--- src/rtl/uart_rx_fifo.sv ---
// UART receiver (8N1, or 8E1 when UART_RX_PARITY_EN is defined) feeding a small FIFO
// with a DATA/STATUS register read port.
module uart_rx_fifo #(
    parameter int DATA_WIDTH   = 32,
    parameter int CLKS_PER_BIT = 434,
    parameter int FIFO_DEPTH   = 8
) (
    input  logic                  clk,
    input  logic                  reset,
    input  logic                  uart_rx,
    input  logic                  rd_i,
    input  logic                  addr_i,
    output logic [DATA_WIDTH-1:0] rd_data_o,
    output logic                  rx_valid_o
);
    localparam int AW   = $clog2(FIFO_DEPTH);
    localparam int CNTW = AW + 1;
    localparam int BW   = $clog2(CLKS_PER_BIT);
    localparam logic [BW-1:0] HALF_LAST = BW'(CLKS_PER_BIT / 2 - 1);
    localparam logic [BW-1:0] FULL_LAST = BW'(CLKS_PER_BIT - 1);

    typedef enum logic [2:0] {
        IDLE   = 3'd0,
        START  = 3'd1,
        DATA   = 3'd2,
`ifdef UART_RX_PARITY_EN
        PARITY = 3'd3,
`endif
        STOP   = 3'd4
    } state_t;

    state_t          state, state_next;
    logic            sync1, sync2, rx_s;
    logic [BW-1:0]   baud_cnt;
    logic [2:0]      bit_cnt;
    logic [7:0]      shift;
    logic            par_bad;
    logic            tick, push_req, frame_set, parity_set;

    logic [7:0]      mem [FIFO_DEPTH];
    logic [AW-1:0]   wr_ptr, rd_ptr;
    logic [CNTW-1:0] count;
    logic            full, pop, do_push, ovr_set, clr;
    logic            overrun, frame_err, parity_err;

    always_ff @(posedge clk or negedge reset) begin
        if (!reset) begin
            sync1 <= 1'b1;
            sync2 <= 1'b1;
        end else begin
            sync1 <= uart_rx;
            sync2 <= sync1;
        end
    end
    assign rx_s = sync2;

    always_ff @(posedge clk or negedge reset) begin
        if (!reset) state <= IDLE;
        else        state <= state_next;
    end

    // tick marks the cycle on which the current bit is sampled.
    always_comb begin
        state_next = state;
        tick       = 1'b0;
        push_req   = 1'b0;
        frame_set  = 1'b0;
        parity_set = 1'b0;
        case (state)
            IDLE: if (!rx_s) state_next = START;
            START: if (baud_cnt == HALF_LAST) begin
                tick       = 1'b1;
                state_next = rx_s ? IDLE : DATA;
            end
            DATA: if (baud_cnt == FULL_LAST) begin
                tick = 1'b1;
                if (bit_cnt == 3'd7) begin
`ifdef UART_RX_PARITY_EN
                    state_next = PARITY;
`else
                    state_next = STOP;
`endif
                end
            end
`ifdef UART_RX_PARITY_EN
            PARITY: if (baud_cnt == FULL_LAST) begin
                tick       = 1'b1;
                parity_set = (^shift) ^ rx_s;
                state_next = STOP;
            end
`endif
            STOP: if (baud_cnt == FULL_LAST) begin
                tick       = 1'b1;
                push_req   = rx_s & ~par_bad;
                frame_set  = ~rx_s;
                state_next = IDLE;
            end
            default: state_next = IDLE;
        endcase
    end

    always_ff @(posedge clk or negedge reset) begin
        if (!reset) begin
            baud_cnt <= '0;
            bit_cnt  <= '0;
            shift    <= '0;
        end else begin
            baud_cnt <= (state == IDLE || tick) ? '0 : baud_cnt + 1'b1;
            if (state == START) bit_cnt <= '0;
            if (state == DATA && tick) begin
                shift   <= {rx_s, shift[7:1]};
                bit_cnt <= bit_cnt + 1'b1;
            end
        end
    end

`ifdef UART_RX_PARITY_EN
    always_ff @(posedge clk or negedge reset) begin
        if (!reset)                      par_bad <= 1'b0;
        else if (state == IDLE)          par_bad <= 1'b0;
        else if (state == PARITY && tick) par_bad <= parity_set;
    end
`else
    assign par_bad = 1'b0;
`endif

    // A pop in the same cycle frees the slot, so a push into a full FIFO still lands.
    assign full    = (count == CNTW'(FIFO_DEPTH));
    assign pop     = rd_i & ~addr_i & (count != '0);
    assign do_push = push_req & (~full | pop);
    assign ovr_set = push_req & full & ~pop;
    assign clr     = rd_i & addr_i;

    always_ff @(posedge clk) begin
        if (do_push) mem[wr_ptr] <= shift;
    end

    always_ff @(posedge clk or negedge reset) begin
        if (!reset) begin
            wr_ptr     <= '0;
            rd_ptr     <= '0;
            count      <= '0;
            overrun    <= 1'b0;
            frame_err  <= 1'b0;
            parity_err <= 1'b0;
        end else begin
            if (do_push) wr_ptr <= wr_ptr + 1'b1;
            if (pop)     rd_ptr <= rd_ptr + 1'b1;
            case ({do_push, pop})
                2'b10:   count <= count + CNTW'(1);
                2'b01:   count <= count - CNTW'(1);
                default: count <= count;
            endcase
            overrun    <= ovr_set    | (overrun    & ~clr);
            frame_err  <= frame_set  | (frame_err  & ~clr);
            parity_err <= parity_set | (parity_err & ~clr);
        end
    end

    assign rx_valid_o = (count != '0);

    always_comb begin
        rd_data_o = '0;
        if (addr_i) begin
            rd_data_o[0]         = rx_valid_o;
            rd_data_o[1]         = full;
            rd_data_o[2]         = overrun;
            rd_data_o[3]         = frame_err;
            rd_data_o[4]         = parity_err;
            rd_data_o[5 +: CNTW] = count;
        end else if (count != '0) begin
            rd_data_o[7:0] = mem[rd_ptr];
        end
    end
endmodule
--- config.mk ---
export PLATFORM = sky130hd
export DESIGN_NAME = uart_rx_fifo
export DESIGN_NICKNAME = d
export VERILOG_FILES = /design/src/rtl/uart_rx_fifo.sv
export SDC_FILE = /design/constraint.sdc
export NUM_CORES = 1
export LEC_CHECK = 0
export ABC_AREA = 1
export BUFFER_PORTS_ARGS = -buffer_cell sky130_fd_sc_hd__buf_2
export CAP_MARGIN = 5
export CORE_AREA = 2 2 97 99
export CTS_BUF_LIST = sky130_fd_sc_hd__clkbuf_8
export CTS_CLUSTER_DIAMETER = 120
export DETAILED_ROUTE_END_ITERATION = 6
export DIE_AREA = 0 0 99 101
export HOLD_SLACK_MARGIN = 0.08
export PLACE_DENSITY = 0.72
export SYNTH_ARGS = -nofsm -noshare
export SYNTH_HDL_FRONTEND = slang
export SYNTH_SLANG_ARGS = --single-unit
--- constraint.sdc ---
create_clock -name clk -period 3.5 [get_ports clk]
set_input_delay 0.35 -clock clk [delete_from_list [all_inputs] [get_ports clk]]
set_output_delay 0.35 -clock clk [all_outputs]
set_load 0.02 [all_outputs]
==> run metrics, run 1 <==
status=finished, final reports clean; Via Count=3212; Clock Path Buffers=2; crit path kind=reg -> reg; static leakage=2.28 nW; Post-Syn Area per Cell=10.1 µm²; number of antenna violations at the first check in global routing=0; DRC viols=0; Final Hold Fails=0; Required @ worst endpoint=3750 ps; Core Area=8980 µm²; crit path to=count[2]; Die ar.=10000 µm²; share of the yosys chip area belonging to registers=0.604; GR Util All Layers=0.194; Final ANT Viol Nets=0; Slew @ Worst Pin=828 ps; Post-synth EDFFs=64; FF-to-FF End=count[2]; die height=101 µm; top-count cell post-synth=nand2_1; synth warn=0; peak supply drop=0.000374 V; CP peak stage delay=400 ps; fin. max-slew vios=0; Yosys top cell area share=0.403; CP Cell Sequence=inv_1 > ha_1 > nand2_1 > nor2_1 > nand2_2 > nor3_4 > nand2_1 > ha_1 > xor2_1 > ha_1 > a21o_1 > or2_1 > nand3_1 > o21ai_0; clk root buf=clkbuf_8; Top FF cell, synth=edfxtp_1; most used cell, CP=ha_1; register area=2880 µm²; top cells by area, synth=edfxtp_1 40%, dfrtp_1 19%, nand2_1 7.2%; drt pass-1 iters=4; htree depth=3; Critical Path AT=2830 ps; CP Max Fanout=5; Startpoint Class=flop; Synth Instances=471; Port-buffer cells=14; r2r setup slk=910 ps; max-cap violations=0; Yosys cell types=36; Power Density=594 nW/µm²; worst skew pair latency=370 ps; post-layout min period=2590 ps; final period utilization=0.739; RSZ-0062 raised after global routing=no; Std-Cell Rows=35; setup violators final=0; number of placed I/O pins=38; Crit-path slowest cell=dfrtp_1; clk sinks=102; Syn Std Cell Area=4760 µm²; cells on worst reg2reg path=14; reg2reg start=baud_cnt[1]; crit end category=flop; CTS tree=done; Routed wire per std cell=14.9 µm; Reg clk slew, reported paths=100 ps; Tightest Hold Check Type=in -> async; final WL=8920 µm; hold bufs inserted after CTS=1; Fill cells=754; Ant. Diodes=0; Min Hold Slack=64.1 ps; Crit. Startpoint=baud_cnt[1]; Setup Skew=21.4 ps; GRT Residual Overflow=0; HPWL after DPL=6240 µm; area of the multi-input gates=1600 µm²; layout cell share with drive strength beyond 1=0.108; Initial Utilization=0.531; first-pass GRT wire length=15100 µm; buffer count from post-CTS setup fixing=0; vias in the first global route=3145; GPL Wtd Cong=0.871; async set or reset register ratio after synthesis=0.373; Slew HR=0.448; cell taking the most area after synthesis=edfxtp_1; Starting DRT DRC Count=205; # resized after CTS=0; Die X=99 µm; f_max=387 MHz; register bit total from synthesis=102; DR vias/cell=5.35; largest net degree at the start of global routing=39; top cells by count, synth=91 x nand2_1, 65 x nor2_1, 64 x edfxtp_1; Final nets=499; TNS Setup=0 ps; P&R area growth vs syn=5.49%; Num CTS Buffers=9
-- where the power goes --
group | leakage (nW) | internal (W) | total [W] | switching [W]
Combinational | 0.948 | 0.000293 | 0.000885 | 0.000592
Clock | 0.0911 | 0.000270 | 0.000686 | 0.000416
Sequential | 1.24 | 0.00131 | 0.00141 | 0.000106
-- placed cells by master, fill, tap and decap left out --
master and n:
a21o_1 1, nor2_4 1, dfrtp_1 36, clkinvlp_4 2, nor2_1 65, o31ai_1 1, nor2_2 2, dlygate4sd3_1 1
a21oi_1 2, conb_1 23, nand2_1 91, buf_2 14, inv_6 1, clkinv_1 2, nand4_1 11, nand2_2 5
nor3_4 1, xnor2_1 3, nor3_1 2, edfxtp_1 64, inv_2 5, o21ai_1 3, nand3_2 3, inv_8 2
nor3_2 1, a31oi_2 1, nand3b_1 1, clkbuf_8 9, and2_1 1, ha_1 10, xor2_1 6, dfstp_2 2
o211ai_1 14, clkinv_4 1, nand3_1 36, o21ai_0 33, or2_1 1, nand4_2 1, inv_1 29, buf_4 2
-- routing by layer --
metal / up-vias / track usage / part of all wire
li1: 1572 / - / -
met1: 1532 / 0.256 / 0.44
met2: 95 / 0.318 / 0.49
met3: 13 / 0.0485 / 0.048
met4: 0 / 0.0664 / 0.018
met5: - / 0 / 0
-- how the worst min path moves through the flow --
stage	from	end	slack, ps
floorplan	reset	baud_cnt[0]	50
global placement	sync1	rx_s	350
detailed placement	sync1	rx_s	350
CTS	reset	rd_ptr[1]	90
global route	reset	rd_ptr[1]	130
finish	reset	rd_ptr[1]	60
-- area by class of cell --
| cell class | count | share of cell area |
|---|---|---|
| clock buffer | 9 | 0.0247 |
| clock inverter | 7 | 0.0117 |
| inverter | 35 | 0.0261 |
| multi-input combinational | 319 | 0.319 |
| sequential | 102 | 0.572 |
| tap | 111 | 0.0276 |
| timing repair buffer | 17 | 0.0189 |
-- flip-flops by register name (all words and copies together) (netlist names) --
name,count
count,4
bit_cnt,3
frame_err,1
wr_ptr,3
parity_err,1
rx_s,1
baud_cnt,9
state,3
overrun,1
shift,8
rd_ptr,3
sync1,1
mem,64
-- worst max-delay path: cells and delay by family (launching register included) --
kind / cells / cell delay [ps]
AO/OA/AOI/OAI: 2 / 240
XOR/XNOR: 1 / 180
AND/OR/NAND/NOR: 7 / 950
flip-flops: 1 / 400
adder cells (fa/ha/maj): 3 / 630
buffers and inverters: 1 / 80
-- kinds of logic after synthesis --
| kind of cell | after synthesis | share of synthesized area |
|---|---|---|
| AO/OA/AOI/OAI | 55 | 0.0678 |
| flip-flops | 102 | 0.604 |
| XOR/XNOR | 9 | 0.0165 |
| AND/OR/NAND/NOR | 222 | 0.208 |
| other | 1 | 0.000787 |
| buffers and inverters | 72 | 0.0775 |
| adder cells (fa/ha/maj) | 10 | 0.0263 |
-- per-stage QoR --
stage	setup slack (ps)	utilization	instances	instance area [µm²]	total power [W]
2_1_floorplan	1210	-	493	4850	0.00210
3_3_place_gp	1050	0.538	583	4830	0.00230
3_5_place_dp	930	0.538	583	4830	0.00233
4_1_cts	865	0.560	600	5020	0.00300
5_1_grt	666	0.560	600	5020	0.00317
6_report	913	0.560	600	5020	0.00299
(Power assumes the default switching activity.)
==> run 2, diff against run 1 <==
Settings changed: PLACE_DENSITY 0.72 to 0.75.
Clock period 3.5 ns to 2.37 ns, I/O delays scaled along.
==> run 2 against run 1 <==
  * Clock-buffer cell count did not move
  * Core utilization rose by 2.4 points
  * Routed wire length rose by 4.7%
  * Non-clock buffer count rose by 20
  * First-iteration DRC count fell by 26%
  * Combinational power rose by 66%
  * Setup slack got worse by 780 ps
  * Clock power rose by 63%
  * Final area rose by 4.4%
  * Fmax rose by 16%
==> run metrics, run 2 (synthesis results as in run 1) <==
Sw Pwr=0.00168 W (+51%); post-layout min period=2230 ps (-353 ps); worst skew pair latency=370 ps (about the same); drt pass-1 iters=5 (+1); fin. max-slew vios=0 (unchanged); Critical Path AT=2480 ps (-350 ps); RSZ-0062 raised after global routing=yes; crit path kind=reg -> reg; Die ar.=10000 µm² (unchanged); P&R area growth vs syn=10.1%; HPWL after DPL=6440 µm (+3.2%); number of placed I/O pins=38 (unchanged); Final Hold Fails=0 (unchanged); CP Max Fanout=4 (-1); Placement Cell Area=4950 µm² (+2.5%); peak supply drop=0.000540 V (+45%); setup violators final=0 (unchanged); Ant. Diodes=0 (unchanged); Reg clk slew, reported paths=100 ps (about the same); sequential power share=0.438 (-0.036); Placed Cells=599 (+2.7%); Tightest Hold Check Type=in -> reg; cells on worst reg2reg path=14 (unchanged); Std-Cell Rows=35 (unchanged); Clock power frac=0.243 (+0.013); Via Count=3260 (+1.5%); first-pass GRT wire length=15400 µm (+1.8%); max-cap violations=0 (unchanged); Die X=99 µm (unchanged); Switching Share=0.365 (-0.00847); TNS Setup=0 ps (unchanged); status=finished, final reports clean; Fill cells=752 (-0.27%); Clock Path Buffers=2 (unchanged); DR vias/cell=5.26 (-1.8%); Finished Cell Area=5240 µm² (+4.4%); combinational power share=0.319 (+0.023); Port-buffer cells=14 (unchanged); Power Density=878 nW/µm² (+48%); clk sinks=102 (unchanged); Starting DRT DRC Count=151 (-26%); Slew @ Worst Pin=851 ps (+23.5 ps); Int Pwr=0.00292 W (+56%); f_max=448 MHz (+16%); most frequent cells in the layout=90 x nand2_1, 64 x nor2_1, 64 x edfxtp_1; die height=101 µm (unchanged); Core Area=8980 µm² (unchanged); final WL=9340 µm (+4.7%); CTS tree=done; Slew HR=0.433 (-0.0156); commonest non-fill, non-tap cell in the layout=nand2_1; Reg with most FFs=mem; Num CTS Buffers=9 (unchanged); final setup margin=136 ps (-777 ps); final core utilization=0.584 (+0.0244); layout cell share with drive strength beyond 1=0.159 (+0.0508); max reg flops=64 (unchanged); htree depth=3 (unchanged); number of antenna violations at the first check in global routing=0 (unchanged); GPL Wtd Cong=0.843 (-3.3%); Final ANT Viol Nets=0 (unchanged); GR Util All Layers=0.198 (+0.00318); GRT Residual Overflow=0 (unchanged); vias in the first global route=3191 (+1.5%); Regs by FF count=mem (64), baud_cnt (9), shift (8); Startpoint Class=flop; final period utilization=0.943 (+0.204); Setup Skew=18.2 ps (-3.23 ps); Initial Utilization=0.531 (unchanged); clk root buf=clkbuf_8; largest net degree at the start of global routing=39 (unchanged); Required @ worst endpoint=2620 ps (-1130 ps); static leakage=2.40 nW (+5.1%); crit end category=flop; Final nets=519 (+4.0%); post-route non-filler standard cell count=620 (+3.3%); Hold Path Depth=3; DRC viols=0 (unchanged); Routed wire per std cell=15.1 µm (+1.3%); pre-CTS WS=7.30 ps (-922 ps)
-- run 2: path summary, 6_finish.rpt --
path / from / endpoint / slack (ps)
max: baud_cnt[1] / count[2] / 140
min reg2reg: sync1 / rx_s / 370
max reg2reg: baud_cnt[1] / count[2] / 140
min in group asynchronous: reset / baud_cnt[5] / 530
min: rd_i / parity_err / 230
max in group asynchronous: reset / rd_ptr[2] / 1250
-- run 2: per-stage QoR --
stage | power, W | hold slack, ps
floorplan | 0.00310 | -58.6
global placement | 0.00345 | 344
detailed placement | 0.00349 | 346
CTS | 0.00461 | 214
global route | 0.00488 | 214
finish | 0.00460 | 228
-- run 2: critical path: stages (launching register included) --
cell,delay [ps]
dfrtp_1,400
inv_2,90
ha_4,130
nand2_1,60
nor2_2,90
nand2_2,80
nor3_4,190
nand2_2,100
ha_4,180
xor2_2,160
ha_2,170
a21o_1,150
or2_1,200
nand3_1,60
o21ai_0,70
-- run 2: what timing repair did --
action,in CTS,in global routing
hold endpoints to repair,37,0
resized for setup,0,11
hold buffers,2,0
setup buffers,0,3
endpoints found under the setup margin,0,7
-- run 2: area by class of cell --
class                      instances  area, µm²  area share
inverter                          35        135      0.0258
sequential                       102       2880       0.549
timing repair buffer              37        248      0.0472
clock buffer                       9        124      0.0236
multi-input combinational        319       1640       0.313
tap                              111        139      0.0265
clock inverter                     7       80.1      0.0153
-- run 2: power by group through the flow --
stage,logic [W],registers (W),clock network [W]
2_1_floorplan,0.00106,0.00203,0
3_3_place_gp,0.00140,0.00204,0
3_5_place_dp,0.00144,0.00205,0
4_1_cts,0.00146,0.00201,0.00114
5_1_grt,0.00165,0.00203,0.00120
6_report,0.00147,0.00202,0.00112
-- run 2: routing by layer --
| layer | share of wire | vias to the layer above | GRT usage |
|---|---|---|---|
| li1 | - | 1606 | - |
| met1 | 0.43 | 1564 | 0.250 |
| met2 | 0.52 | 77 | 0.343 |
| met3 | 0.041 | 13 | 0.0465 |
| met4 | 0.010 | 0 | 0.0537 |
| met5 | 0 | - | 0 |
